$ cat src/rtl/imem_port_arbiter_pkg.sv
// Shared definitions for the instruction-memory port arbiter: state encodings
// and the default instruction-memory geometry.
package imem_port_arbiter_pkg;

   localparam int IMEM_AW = 8;
   localparam int IMEM_DW = 16;

   typedef enum logic [1:0] {
      IMA_BOOT  = 2'd0,
      IMA_RUN   = 2'd1,
      IMA_PATCH = 2'd2
   } ima_state_t;

endpackage

$ cat src/rtl/imem_port_arbiter_rd_tracker.sv
// Tracks the single outstanding fetch (memory latency is one cycle) and holds
// the last fetched instruction between returns.
module imem_rd_tracker
   import imem_port_arbiter_pkg::*;
#(
   parameter int DW = IMEM_DW
) (
   input  logic          mem_clk,
   input  logic          rst_n,
   input  logic          rd_issue,
   input  logic [DW-1:0] mem_rdata,
   output logic          if_rvalid,
   output logic [DW-1:0] if_rdata
);

   logic          rd_pending_q;
   logic [DW-1:0] rdata_hold_q;

   always_ff @(posedge mem_clk or negedge rst_n) begin
      if (!rst_n) begin
         rd_pending_q <= 1'b0;
         rdata_hold_q <= '0;
      end else begin
         rd_pending_q <= rd_issue;
         if (rd_pending_q) begin
            rdata_hold_q <= mem_rdata;
         end
      end
   end

   // Pass memory data straight through on the return cycle, hold it afterwards.
   assign if_rvalid = rd_pending_q;
   assign if_rdata  = rd_pending_q ? mem_rdata : rdata_hold_q;

endmodule

$ cat src/rtl/imem_port_arbiter.sv
// Shares the single instruction-memory port between CPU fetch (read) and the
// program loader (write); the CPU is held while the loader owns the port.
module imem_port_arbiter
   import imem_port_arbiter_pkg::*;
#(
   parameter int AW        = IMEM_AW,
   parameter int DW        = IMEM_DW,
   parameter int DEPTH     = 256,
   parameter int BOOT_LOAD = 1
) (
   input  logic          mem_clk,
   input  logic          rst_n,
   // Fetch side
   input  logic          if_req,
   input  logic [AW-1:0] if_addr,
   output logic          if_gnt,
   output logic          if_rvalid,
   output logic [DW-1:0] if_rdata,
   // Loader side
   input  logic          ld_valid,
   input  logic [AW-1:0] ld_addr,
   input  logic [DW-1:0] ld_wdata,
   output logic          ld_ready,
   input  logic          ld_done,
   output logic          ld_err,
   output logic [AW:0]   load_count,
   output logic          cpu_hold,
   // Memory port
   output logic          mem_en,
   output logic          mem_we,
   output logic [AW-1:0] mem_addr,
   output logic [DW-1:0] mem_wdata,
   input  logic [DW-1:0] mem_rdata,
   // Debug view of the FSM
   output ima_state_t    dbg_state
);

   // Handshake: a loader write transfers on the cycle ld_valid && ld_ready are
   // both high; a fetch is accepted on the cycle if_gnt is high and its data
   // returns with if_rvalid exactly one cycle later.

   localparam ima_state_t  RESET_STATE = (BOOT_LOAD != 0) ? IMA_BOOT : IMA_RUN;
   localparam logic [AW:0] CNT_MAX     = {1'b1, {AW{1'b0}}};

   ima_state_t  state_q, state_nxt;
   logic [AW:0] count_q;
   logic        err_q;
   logic        wr_fire;
   logic        in_range;
   logic        patch_entry;

   always_ff @(posedge mem_clk or negedge rst_n) begin
      if (!rst_n) begin
         state_q <= RESET_STATE;
      end else begin
         state_q <= state_nxt;
      end
   end

   always_comb begin
      state_nxt = state_q;
      case (state_q)
         IMA_BOOT, IMA_PATCH: if (ld_done)  state_nxt = IMA_RUN;
         IMA_RUN:             if (ld_valid) state_nxt = IMA_PATCH;
         default:                           state_nxt = RESET_STATE;
      endcase
   end

   assign ld_ready    = (state_q == IMA_BOOT) || (state_q == IMA_PATCH);
   assign cpu_hold    = (state_q != IMA_RUN);
   assign wr_fire     = ld_valid && ld_ready;
   assign in_range    = (32'(ld_addr) < 32'(DEPTH));
   assign patch_entry = (state_q == IMA_RUN) && ld_valid;
   // A pending loader write takes priority over fetch even before PATCH is entered.
   assign if_gnt      = if_req && (state_q == IMA_RUN) && !ld_valid;

   always_ff @(posedge mem_clk or negedge rst_n) begin
      if (!rst_n) begin
         count_q <= '0;
         err_q   <= 1'b0;
      end else begin
         if (patch_entry) begin
            count_q <= '0;
         end else if (wr_fire && in_range && (count_q != CNT_MAX)) begin
            count_q <= count_q + 1'b1;
         end
         if (wr_fire && !in_range) begin
            err_q <= 1'b1;
         end
      end
   end

   assign load_count = count_q;
   assign ld_err     = err_q;
   assign dbg_state  = state_q;

   always_comb begin
      mem_en    = 1'b0;
      mem_we    = 1'b0;
      mem_addr  = '0;
      mem_wdata = '0;
      if (wr_fire && in_range) begin
         mem_en    = 1'b1;
         mem_we    = 1'b1;
         mem_addr  = ld_addr;
         mem_wdata = ld_wdata;
      end else if (if_gnt) begin
         mem_en   = 1'b1;
         mem_addr = if_addr;
      end
   end

   imem_rd_tracker #(.DW(DW)) u_rd_tracker (
      .mem_clk   (mem_clk),
      .rst_n     (rst_n),
      .rd_issue  (if_gnt),
      .mem_rdata (mem_rdata),
      .if_rvalid (if_rvalid),
      .if_rdata  (if_rdata)
   );

endmodule

$ cat config.mk
export PLATFORM = sky130hd
export DESIGN_NAME = imem_port_arbiter
export DESIGN_NICKNAME = d
export VERILOG_FILES = /design/src/rtl/imem_port_arbiter_pkg.sv /design/src/rtl/imem_port_arbiter_rd_tracker.sv /design/src/rtl/imem_port_arbiter.sv
export SDC_FILE = /design/constraint.sdc
export NUM_CORES = 1
export LEC_CHECK = 0
export CORE_ASPECT_RATIO = 1.75
export CORE_MARGIN = 2
export CORE_UTILIZATION = 47
export CTS_CLUSTER_DIAMETER = 60
export CTS_CLUSTER_SIZE = 14
export DETAILED_ROUTE_END_ITERATION = 7
export DONT_BUFFER_PORTS = 1
export HOLD_SLACK_MARGIN = 0.06
export PLACE_DENSITY = 0.69
export REMOVE_ABC_BUFFERS = 1
export SLEW_MARGIN = 30
export SYNTH_ARGS = -nofsm -noshare
export SYNTH_HDL_FRONTEND = slang
export SYNTH_HIERARCHICAL = 1
export SYNTH_SLANG_ARGS = --single-unit
$ cat constraint.sdc
create_clock -name mem_clk -period 3.8 [get_ports mem_clk]
set_input_delay 0.19 -clock mem_clk [delete_from_list [all_inputs] [get_ports mem_clk]]
set_output_delay 0.19 -clock mem_clk [all_outputs]
set_load 0.05 [all_outputs]
# [Word-level counts from Yosys, hierarchy flattened]
# Index checks and enable logic that the tools add are counted.
[word_totals] ff_bits=28 latch_bits=0 ramBits=0 rom_bits=0 output_inout_bits=58 wordCells=34 memories=0
[classes] addsub=1 multipliers=0 div_mod_pow=0 n_lt_le_gt_ge=0 n_eq_ne=6 shift=0 muxes=12 n_bitwise=0 n_reduce_logical=11
[ops] op="$mux W16" n=2
[ops] op="$mux W9" n=2
[ops] op="$mux W8" n=2
[ops] op="$add A9 B1 Y9 const B" n=1
[ops] op="$ne A9 B9 Y1 const B" n=1
[ops] op="$logic_and A1 B1 Y1" n=5
[ops] op="$mux W2" n=2
[ops] op="$ne A2 B2 Y1 const B" n=2
[ops] op="$pmux W2 S2" n=1
[ops] op="$mux W1" n=3
[ops] op="$eq A2 B1 Y1 const B" n=1
[ops] op="$eq A2 B2 Y1 const B" n=1
[ops] op="$logic_not A2 Y1" n=1
[ops] op="$ne A2 B1 Y1 const B" n=1
[ops] op="$reduce_and A2 Y1" n=1
[ops] op="$reduce_bool A2 Y1" n=1
[ops] op="$reduce_or A2 Y1" n=1
[ops] op="$logic_not A1 Y1" n=1
[ops] op="$logic_or A1 B1 Y1" n=1

# [Logic depth before layout (Yosys ltp)]
# Gate-level depths: netlist of run 1.
[logic_depth] word_depth=6 depth_mapped=6 mapped_depth_nobuf=6

# [By module]
# The synthesis of run 1 kept the hierarchy.
[by_module_without_submodules] mod="imem_port_arbiter" instances=1 cells_each=90 area_per_inst_um2=835.8 seq_area_each_um2=275.3
[by_module_without_submodules] mod="imem_rd_tracker" instances=1 cells_each=35 area_per_inst_um2=674.4 seq_area_each_um2=425.4

# [Worst setup path after synthesis of run 1]
# No wires, ideal clock.
[synth_path] kind="reg-to-output" from="reg state_q[0], in the netlist dbg_state[0]" to="out mem_addr[0]" arrival_ns=2.757 required_time_ns=3.610 slack_ns=0.853 path_stages_with_launch=4 n_path_buf=0 cell_sequence="dfrtp_1 -> nand2b_1 -> nor3b_2 -> a22o_1"
[synth_between] elab_chain_len=5 elab_cells_between_ends=9 cone_classes="eq/ne: 2; mux: 2; reduce/logical: 5"
[synth_lines] item="from (decl)" line="imem_port_arbiter.sv:45" source="ima_state_t state_q, state_nxt;"
[synth_lines] item="from (signal assigned)" line="imem_port_arbiter.sv:56" source="state_q <= state_nxt;"
[synth_lines] item="$eq A2 B1 Y1" line="imem_port_arbiter.sv:75" source="assign if_gnt = if_req && (state_q == IMA_RUN) && !ld_valid;"
[synth_lines] item="$logic_and A1 B1 Y1 (2 in a row)" line="imem_port_arbiter.sv:75"
[synth_lines] item="named net if_gnt" line="imem_port_arbiter.sv:16" source="output logic if_gnt,"
[synth_lines] item="$mux W8" line="imem_port_arbiter.sv:107" source="end else if (if_gnt) begin"
[synth_lines] item="$mux W8" line="imem_port_arbiter.sv:102" source="if (wr_fire && in_range) begin"
[synth_lines] item="to (decl)" line="imem_port_arbiter.sv:31" source="output logic [AW-1:0] mem_addr,"
# The timed path passes the listed nets, and every way through them passes these cells.

# [Final worst setup path of run 1]
[layout_path] from="reg state_q[0], in the netlist dbg_state[0]" to="out mem_addr[2]"
[layout_between] elab_chain_len=5 elab_cells_between_ends=9 cone_classes="eq/ne: 2; mux: 2; reduce/logical: 5"
[layout_lines] item="$eq A2 B1 Y1" line="imem_port_arbiter.sv:75"
[layout_lines] item="$logic_and A1 B1 Y1 (2 in a row)" line="imem_port_arbiter.sv:75"
[layout_lines] item="$mux W8" line="imem_port_arbiter.sv:107"
[layout_lines] item="$mux W8 (*)" line="imem_port_arbiter.sv:102"
# Mark *: on every way between the ends. The rest lies on a longest branch, timed or not.

==> reports/qor.txt, run 1 <==
STATUS
----------------------------------------------------------------------------------
Outcome                                                               finished clean

SETUP PATH
----------------------------------------------------------------------------------
Startpoint type of the worst setup path                                   register
Launching point of the worst reg2reg path                             dbg_state[0]$_DFFE_PN0P_
Worst endpoint data arrival time                                           2.71 ns
Maximum fanout count along the critical path                                    11
Internal reg-to-reg setup slack                                            1.53 ns
Worst endpoint required time                                               3.61 ns
Setup Crit Path Kind                                                       reg2out
R2R Path End                                                          load_count[6]$_DFFE_PN0P_
Worst Reg2Reg Path Length in Cells                                               4
Setup crit end kind                                                    output port

CLOCK NETWORK
----------------------------------------------------------------------------------
Total number of H-tree levels                                                    1
Clock root buffer master                                              sky130_fd_sc_hd__clkbuf_8
Maximum buffer depth of the clock tree                                           2
Number of sinks handled by clock tree synthesis                                 28
Clock-pin transition on the worst setup and hold timing paths              0.09 ns
Number of buffers created by CTS                                                 3
Clk Latency, worst-skew pair                                               0.27 ns
Clock tree from TritonCTS                                                    built

MIN PATH
----------------------------------------------------------------------------------
Instance count along the most critical hold path                                 1
Capture endpoint of the worst hold path                               u_rd_tracker/if_rvalid$_DFF_PN0_
HP Start                                                                    if_req
Tightest Hold Check Type                                                    in2reg

FLOORPLANNING
----------------------------------------------------------------------------------
Die Footprint                                                             3700 µm²
Core Rows                                                                       27
Core box area                                                             3110 µm²
Die Wd                                                                     46.9 µm
Boundary pin count                                                             111
Initial standard-cell utilization of the core                                0.486
Die height                                                                 79.0 µm

TIMING
----------------------------------------------------------------------------------
Setup repair after global routing missed its margin                             no
Worst Clk Skew                                                          0.00159 ns
Worst slew margin relative to its limit                                      0.554
Final cycle utilization of the critical path                                 0.763
Slew at the pin closest to its max-slew limit                             0.670 ns
Max Transition Viols Final                                                       0
Tmin final                                                                 2.90 ns
Worst Hold Margin                                                         0.179 ns
Setup TNS                                                                     0 ns
Count of endpoints failing setup in the final report                             0
Final Hold Violating Endpoints                                                   0
Maximum clock rate                                                       0.345 GHz

PWR
----------------------------------------------------------------------------------
Relative contribution of sequential cells to total power                     0.360
Internal power contribution                                               0.707 mW
Switching power as a share of total power                                    0.526
Worst vdd ir                                                                450 µV
Part of the total power dissipated in combinational logic                    0.486
Pleak                                                                     0.760 nW
Clock share of power                                                         0.154
Switching component of the power                                          0.786 mW
Power per Cell Area                                                     909 nW/µm²

SYNTH
----------------------------------------------------------------------------------
Syn. warnings                                                                    6
Adder-cell area share of the yosys netlist                                  0.0166
Xor/xnor share of the synthesized area                                      0.0174
Simple-Gate Fraction of Synth Area                                           0.192
Main combinational cell family by area after synthesis                simple AND/OR/NAND/NOR gates
Mux share of post-synthesis cell area                                        0.157
Post-synthesis area per instance                                          12.1 µm²
Post-Synthesis Cell Area                                                  1510 µm²
Synthesis-stage register bit count                                              28
Share of synthesized area occupied by flip-flops and latches                 0.464
Number of library cell types mapped by synthesis                                37
Complex-gate fraction of the synthesized area                               0.0994
Syn Inst Count                                                                 125

DETAILED ROUTING
----------------------------------------------------------------------------------
Final antenna-violating net count                                                0
Total wire length                                                          3440 µm
TritonRoute pass-1 iters                                                         4
Avg Vias per Cell                                                             5.91
Post-detailed-route wirelength per cell                                    20.0 µm
Vias after detailed routing                                                   1016
DRC marker count from the first detailed-route iteration                         9
DRC violation count after routing                                                0

GLOBAL ROUTE
----------------------------------------------------------------------------------
Total Routing Usage GR                                                       0.182
Wire length of the first global-routing pass                               4970 µm
Number of antenna violations at the first check in global routing                0
Largest net degree at the start of global routing                               34
Overflow left after global routing                                               0
Number of global-route vias before repair                                     1114

CELLS AND AREA
----------------------------------------------------------------------------------
Final non-filler cell area                                                1640 µm²
Leading cell types in the layout, fill and taps excluded              sky130_fd_sc_hd__dfrtp_1 (27), sky130_fd_sc_hd__and2_1 (16), sky130_fd_sc_hd__mux2_4 (10), sky130_fd_sc_hd__a22o_1 (8), sky130_fd_sc_hd__nand2_1 (7)
Final Core Density                                                           0.529
Count of nets after finishing                                                  185
Synthesis-to-finish area growth                                              8.78%
Leading cell type in the layout, fill and taps excluded               sky130_fd_sc_hd__dfrtp_1
Inserted Diodes                                                                  0
Share of final-layout standard cells stronger than drive strength 1          0.256

PLACE
----------------------------------------------------------------------------------
Final HPWL from detailed placement                                         2690 µm
Final weighted congestion of routability-driven global placement             0.817
Area of placed instances                                                  1510 µm²
Count of input and output buffers                                                0

JOB
----------------------------------------------------------------------------------
Maxcap violations                                                                0

worst max-delay path by stage:
stage | endpoint | slack (ns) | startpoint | cells past startpoint
after floorplan | mem_addr[0] | 0.85 | dbg_state[0]$_DFFE_PN0P_ | 3
after global placement | mem_addr[6] | 1.30 | dbg_state[0]$_DFFE_PN0P_ | 3
after detailed placement | mem_addr[2] | 1.24 | dbg_state[0]$_DFFE_PN0P_ | 3
after CTS | mem_addr[2] | 0.92 | dbg_state[0]$_DFFE_PN0P_ | 3
after global routing | mem_addr[2] | 0.82 | dbg_state[0]$_DFFE_PN0P_ | 3
final | mem_addr[2] | 0.90 | dbg_state[0]$_DFFE_PN0P_ | 3
flip-flops by register name (all words and copies together) (netlist names):
signal                     cells
dbg_state                      2
load_count                     9
u_rd_tracker/rdata_hold_q     16
u_rd_tracker/if_rvalid         1
synthesized netlist by cell type, drive strengths merged:
master,instances,share of area
o31ai,1,0.0083
nor3,2,0.0066
and4,1,0.0058
inv,4,0.0099
nor2,5,0.017
ha,2,0.017
o2bb2ai,1,0.0058
buf,4,0.036
a211o,2,0.012
mux2,16,0.14
and2b,1,0.0066
o21a,1,0.0099
nand4,2,0.0083
conb,1,0.0025
clkbuf,2,0.0050
dfrtp,28,0.46
o21ai,3,0.017
nand2,7,0.017
or4,1,0.0075
mux2i,2,0.013
nand3,3,0.0099
or2,2,0.0083
a22o,8,0.046
nor3b,1,0.0083
xor2,3,0.017
and2,16,0.066
nand2b,1,0.0041
nand4bb,1,0.0075
and3,4,0.018
power groups by stage:
stage	Sequential (mW)	Clock [mW]	Combinational, mW
2_1_floorplan	0.523	0	0.672
3_3_place_gp	0.538	0	0.704
3_5_place_dp	0.544	0	0.717
4_1_cts	0.539	0.236	0.732
5_1_grt	0.552	0.252	0.752
6_report	0.538	0.230	0.726
final cells by class:
class	instances	area, µm²
clock buffers	3	41.3
inverters	4	15.0
well taps	43	53.8
fillers	286	1470
multi-input cells	87	733
flip-flops and latches	28	702
clock inverters	1	30.0
repair buffers	6	67.6
cells by family (layout without fill, tap and decap cells):
logic type,after synthesis,in the layout
simple gates,47,47
flops,28,28
mux,18,18
compound gates,16,16
buf+inv,10,14
xor+xnor,3,3
fa+ha+maj,2,2
other cells,1,1
worst max-delay path: stages, from the launching register on:
cell	delay [ns]
sky130_fd_sc_hd__dfrtp_1	0.68
sky130_fd_sc_hd__nand2b_1	0.52
sky130_fd_sc_hd__nor3b_2	0.68
sky130_fd_sc_hd__a22o_1	0.56
metal layers:
layer,vias up,track usage,share of wire
met1,483,0.171,0.29
met5,-,0,0
met3,8,0.0227,0.098
li1,441,-,-
met2,84,0.338,0.57
met4,0,0.111,0.041
stage by stage:
stage | power [mW] | cells | setup WS, ns
6_report | 1.49 | 172 | 0.900
5_1_grt | 1.56 | 172 | 0.816
3_3_place_gp | 1.24 | 163 | 1.30
3_5_place_dp | 1.26 | 163 | 1.24
4_1_cts | 1.51 | 172 | 0.918
2_1_floorplan | 1.19 | 119 | 0.853
repair_timing:
item / 4_1_cts / 5_1_grt
gates resized for setup: 0 / 0
hold endpoints to repair: 31 / 0
hold buffers: 5 / 0
buffers inserted: 0 / 0
Note: power is estimated with default switching activity, not from simulation.
==> inputs of run 2 (changes only) <==
==> constraint.sdc (replaced) <==
create_clock -name mem_clk -period 2.77 [get_ports mem_clk]
set_input_delay 0.1385 -clock mem_clk [delete_from_list [all_inputs] [get_ports mem_clk]]
set_output_delay 0.1385 -clock mem_clk [all_outputs]
set_load 0.05 [all_outputs]
==> reports/qor.txt, run 2 (same netlist as run 1, synthesis figures left out) <==
MIN PATH
----------------------------------------------------------------------------------
Capture endpoint of the worst hold path                               u_rd_tracker/if_rvalid$_DFF_PN0_   unchanged
Instance count along the most critical hold path                                 1   unchanged
HP Start                                                                    if_req   unchanged
Tightest Hold Check Type                                                    in2reg   unchanged

GLOBAL ROUTE
----------------------------------------------------------------------------------
Overflow left after global routing                                               0   unchanged
Total Routing Usage GR                                                       0.185   was 0.182
Number of global-route vias before repair                                     1188   was 1114
Number of antenna violations at the first check in global routing                0   unchanged
Largest net degree at the start of global routing                               34   unchanged
Wire length of the first global-routing pass                               5130 µm   was 4970 µm

SETUP PATH
----------------------------------------------------------------------------------
Setup crit end kind                                                    output port   unchanged
R2R Path End                                                          dbg_state[0]$_DFFE_PN0P_   was load_count[6]$_DFFE_PN0P_
Longest individual stage delay on the worst path                           0.69 ns   was 0.68 ns
Worst Reg2Reg Path Length in Cells                                               3   was 4
Startpoint type of the worst setup path                                   register   unchanged
Critical path's slowest cell                                          sky130_fd_sc_hd__dfrtp_1   unchanged
Setup Crit Path Kind                                                       reg2out   unchanged
Maximum fanout count along the critical path                                    11   unchanged
Internal reg-to-reg setup slack                                            0.78 ns   was 1.53 ns
Launching point of the worst reg2reg path                             dbg_state[0]$_DFFE_PN0P_   unchanged
Worst endpoint data arrival time                                           2.22 ns   was 2.71 ns
Ordered list of cells on the worst path                               nand2b_1, nor3b_2, a22o_1, buf_12   was nand2b_1, nor3b_2, a22o_1
Worst endpoint required time                                               2.63 ns   was 3.61 ns
Largest delay share family, worst path                                simple AND/OR/NAND/NOR gates   unchanged
CP bufs+invs                                                                     1   was 0

DETAILED ROUTING
----------------------------------------------------------------------------------
DRC violation count after routing                                                0   unchanged
TritonRoute pass-1 iters                                                         4   unchanged
DRC marker count from the first detailed-route iteration                        10   was 9
Post-detailed-route wirelength per cell                                    17.8 µm   was 20.0 µm
Vias after detailed routing                                                   1033   was 1016
Routed length on met2                                                      1900 µm   was 1950 µm
Top layer used by detailed routing                                            met4   unchanged
Total wire length                                                          3290 µm   was 3440 µm
Met1 layer wirelength in the final routing                                 1040 µm   was 1010 µm
Avg Vias per Cell                                                             5.58   was 5.91
Met3 WL                                                                     318 µm   was 337 µm
Final antenna-violating net count                                                0   unchanged

FLOORPLANNING
----------------------------------------------------------------------------------
Core Rows                                                                       27   unchanged
Die Footprint                                                             3700 µm²   unchanged
Die height                                                                 79.0 µm   unchanged
Die Wd                                                                     46.9 µm   unchanged
Boundary pin count                                                             111   unchanged
Initial standard-cell utilization of the core                                0.486   unchanged
Core box area                                                             3110 µm²   unchanged

PWR
----------------------------------------------------------------------------------
Clock share of power                                                         0.147   was 0.154
Internal power contribution                                                1.05 mW   was 0.707 mW
Switching component of the power                                           1.09 mW   was 0.786 mW
Overall power                                                              2.14 mW   was 1.49 mW
Worst vdd ir                                                                689 µV   was 450 µV
Switching power as a share of total power                                    0.508   was 0.526
Pleak                                                                     0.859 nW   was 0.760 nW
Relative contribution of sequential cells to total power                     0.312   was 0.360
Part of the total power dissipated in combinational logic                    0.541   was 0.486
Power per Cell Area                                                    1160 nW/µm²   was 909 nW/µm²

CLOCK NETWORK
----------------------------------------------------------------------------------
Post-cts gate resize count                                                       0   unchanged
Number of buffers created by CTS                                                 3   unchanged
Clock root buffer master                                              sky130_fd_sc_hd__clkbuf_8   unchanged
Number of sinks handled by clock tree synthesis                                 28   unchanged
Clock tree from TritonCTS                                                    built   unchanged
Clk Latency, worst-skew pair                                               0.27 ns   about the same
Total number of H-tree levels                                                    1   unchanged
Maximum buffer depth of the clock tree                                           2   unchanged
Post-CTS repair timing setup buffer count                                        0   unchanged
Clock-pin transition on the worst setup and hold timing paths              0.09 ns   about the same

CELLS AND AREA
----------------------------------------------------------------------------------
Final non-filler cell area                                                1850 µm²   was 1640 µm²
Number of flip-flops in the largest register                                    16   unchanged
Share of final-layout standard cells stronger than drive strength 1          0.317   was 0.256
Leading cell type in the layout, fill and taps excluded               sky130_fd_sc_hd__dfrtp_1   unchanged
Final Core Density                                                           0.596   was 0.529
Inserted Diodes                                                                  0   unchanged
Synthesis-to-finish area growth                                              22.6%   was 8.78%
Largest reg by FF count                                               u_rd_tracker/rdata_hold_q   unchanged
Leading cell types in the layout, fill and taps excluded              sky130_fd_sc_hd__dfrtp_1 (28), sky130_fd_sc_hd__and2_1 (16), sky130_fd_sc_hd__buf_12 (10), sky130_fd_sc_hd__mux2_4 (10), sky130_fd_sc_hd__a22o_1 (8)   was sky130_fd_sc_hd__dfrtp_1 (27), sky130_fd_sc_hd__and2_1 (16), sky130_fd_sc_hd__mux2_4 (10), sky130_fd_sc_hd__a22o_1 (8), sky130_fd_sc_hd__nand2_1 (7)
Count of nets after finishing                                                  198   was 185

TIMING
----------------------------------------------------------------------------------
Final cycle utilization of the critical path                                 0.853
Setup repair after global routing missed its margin                             no   unchanged
Worst Hold Margin                                                         0.131 ns   was 0.179 ns
Final Hold Violating Endpoints                                                   0   unchanged
Final WS setup                                                            0.408 ns   was 0.900 ns
Slew at the pin closest to its max-slew limit                             0.794 ns   was 0.670 ns
Count of endpoints failing setup in the final report                             0   unchanged
Tmin final                                                                 2.36 ns
Maximum clock rate                                                       0.423 GHz
Worst Clk Skew                                                          0.00400 ns   was 0.00159 ns
Max Transition Viols Final                                                       0   unchanged
Worst slew margin relative to its limit                                      0.470   was 0.554

PLACE
----------------------------------------------------------------------------------
Count of input and output buffers                                                0   unchanged
Final weighted congestion of routability-driven global placement             0.737   was 0.817
Area of placed instances                                                  1720 µm²   was 1510 µm²
Worst setup timing slack at the placement stage                           0.727 ns   was 1.24 ns
Final HPWL from detailed placement                                         2670 µm   was 2690 µm

JOB
----------------------------------------------------------------------------------
Maxcap violations                                                                0   unchanged

STATUS
----------------------------------------------------------------------------------
Outcome                                                               finished clean   unchanged

-- run 2: worst reg2reg max path, stage by stage (launching register included) --
cell and delay (ns):
sky130_fd_sc_hd__dfrtp_1 0.69, sky130_fd_sc_hd__inv_1 0.41, sky130_fd_sc_hd__o2bb2ai_1 0.23, sky130_fd_sc_hd__dlygate4sd3_1 0.56
-- run 2: area by class of cell --
cell class / instances / area (µm²)
clock inverter: 1 / 30.0
fill: 267 / 1260
multi-input combinational: 87 / 733
timing repair buffer: 19 / 278
tap: 43 / 53.8
sequential: 28 / 701
clock buffer: 3 / 41.3
inverter: 4 / 15.0
-- run 2: worst max path at each step --
| stage | to | slack (ns) | cells after the start | from |
|---|---|---|---|---|
| floorplan | mem_addr[0] | -0.13 | 3 | dbg_state[0]$_DFFE_PN0P_ |
| CTS | mem_addr[4] | 0.42 | 4 | dbg_state[0]$_DFFE_PN0P_ |
| detailed placement | mem_addr[4] | 0.73 | 4 | dbg_state[0]$_DFFE_PN0P_ |
| finish | mem_addr[4] | 0.41 | 4 | dbg_state[0]$_DFFE_PN0P_ |
| global route | mem_addr[5] | 0.28 | 4 | dbg_state[0]$_DFFE_PN0P_ |
| global placement | load_count[7]$_DFFE_PN0P_ | 0.82 | 4 | dbg_state[0]$_DFFE_PN0P_ |
-- run 2: metal layers --
layer / global-route usage / up-vias
met1: 0.168 / 484
met5: 0 / -
met3: 0.0432 / 2
met4: 0.0667 / 0
met2: 0.359 / 81
li1: - / 466
-- run 2: metrics by stage --
step,std cells,setup TNS [ns]
floorplan,119,-1.06
global placement,176,0
detailed placement,176,0
CTS,185,0
global route,185,0
finish,185,0
-- run 2: power by group through the flow --
stage / Combinational, mW / Clock, mW / Sequential [mW]
6_report: 1.16 / 0.313 / 0.668
3_5_place_dp: 1.15 / 0 / 0.679
3_3_place_gp: 1.13 / 0 / 0.672
4_1_cts: 1.17 / 0.324 / 0.671
5_1_grt: 1.21 / 0.350 / 0.684
2_1_floorplan: 0.922 / 0 / 0.717
-- run 2: repair_timing --
action,in CTS,in global routing
setup endpoints to repair,0,0
hold buffers,5,0
hold endpoints to repair,31,0
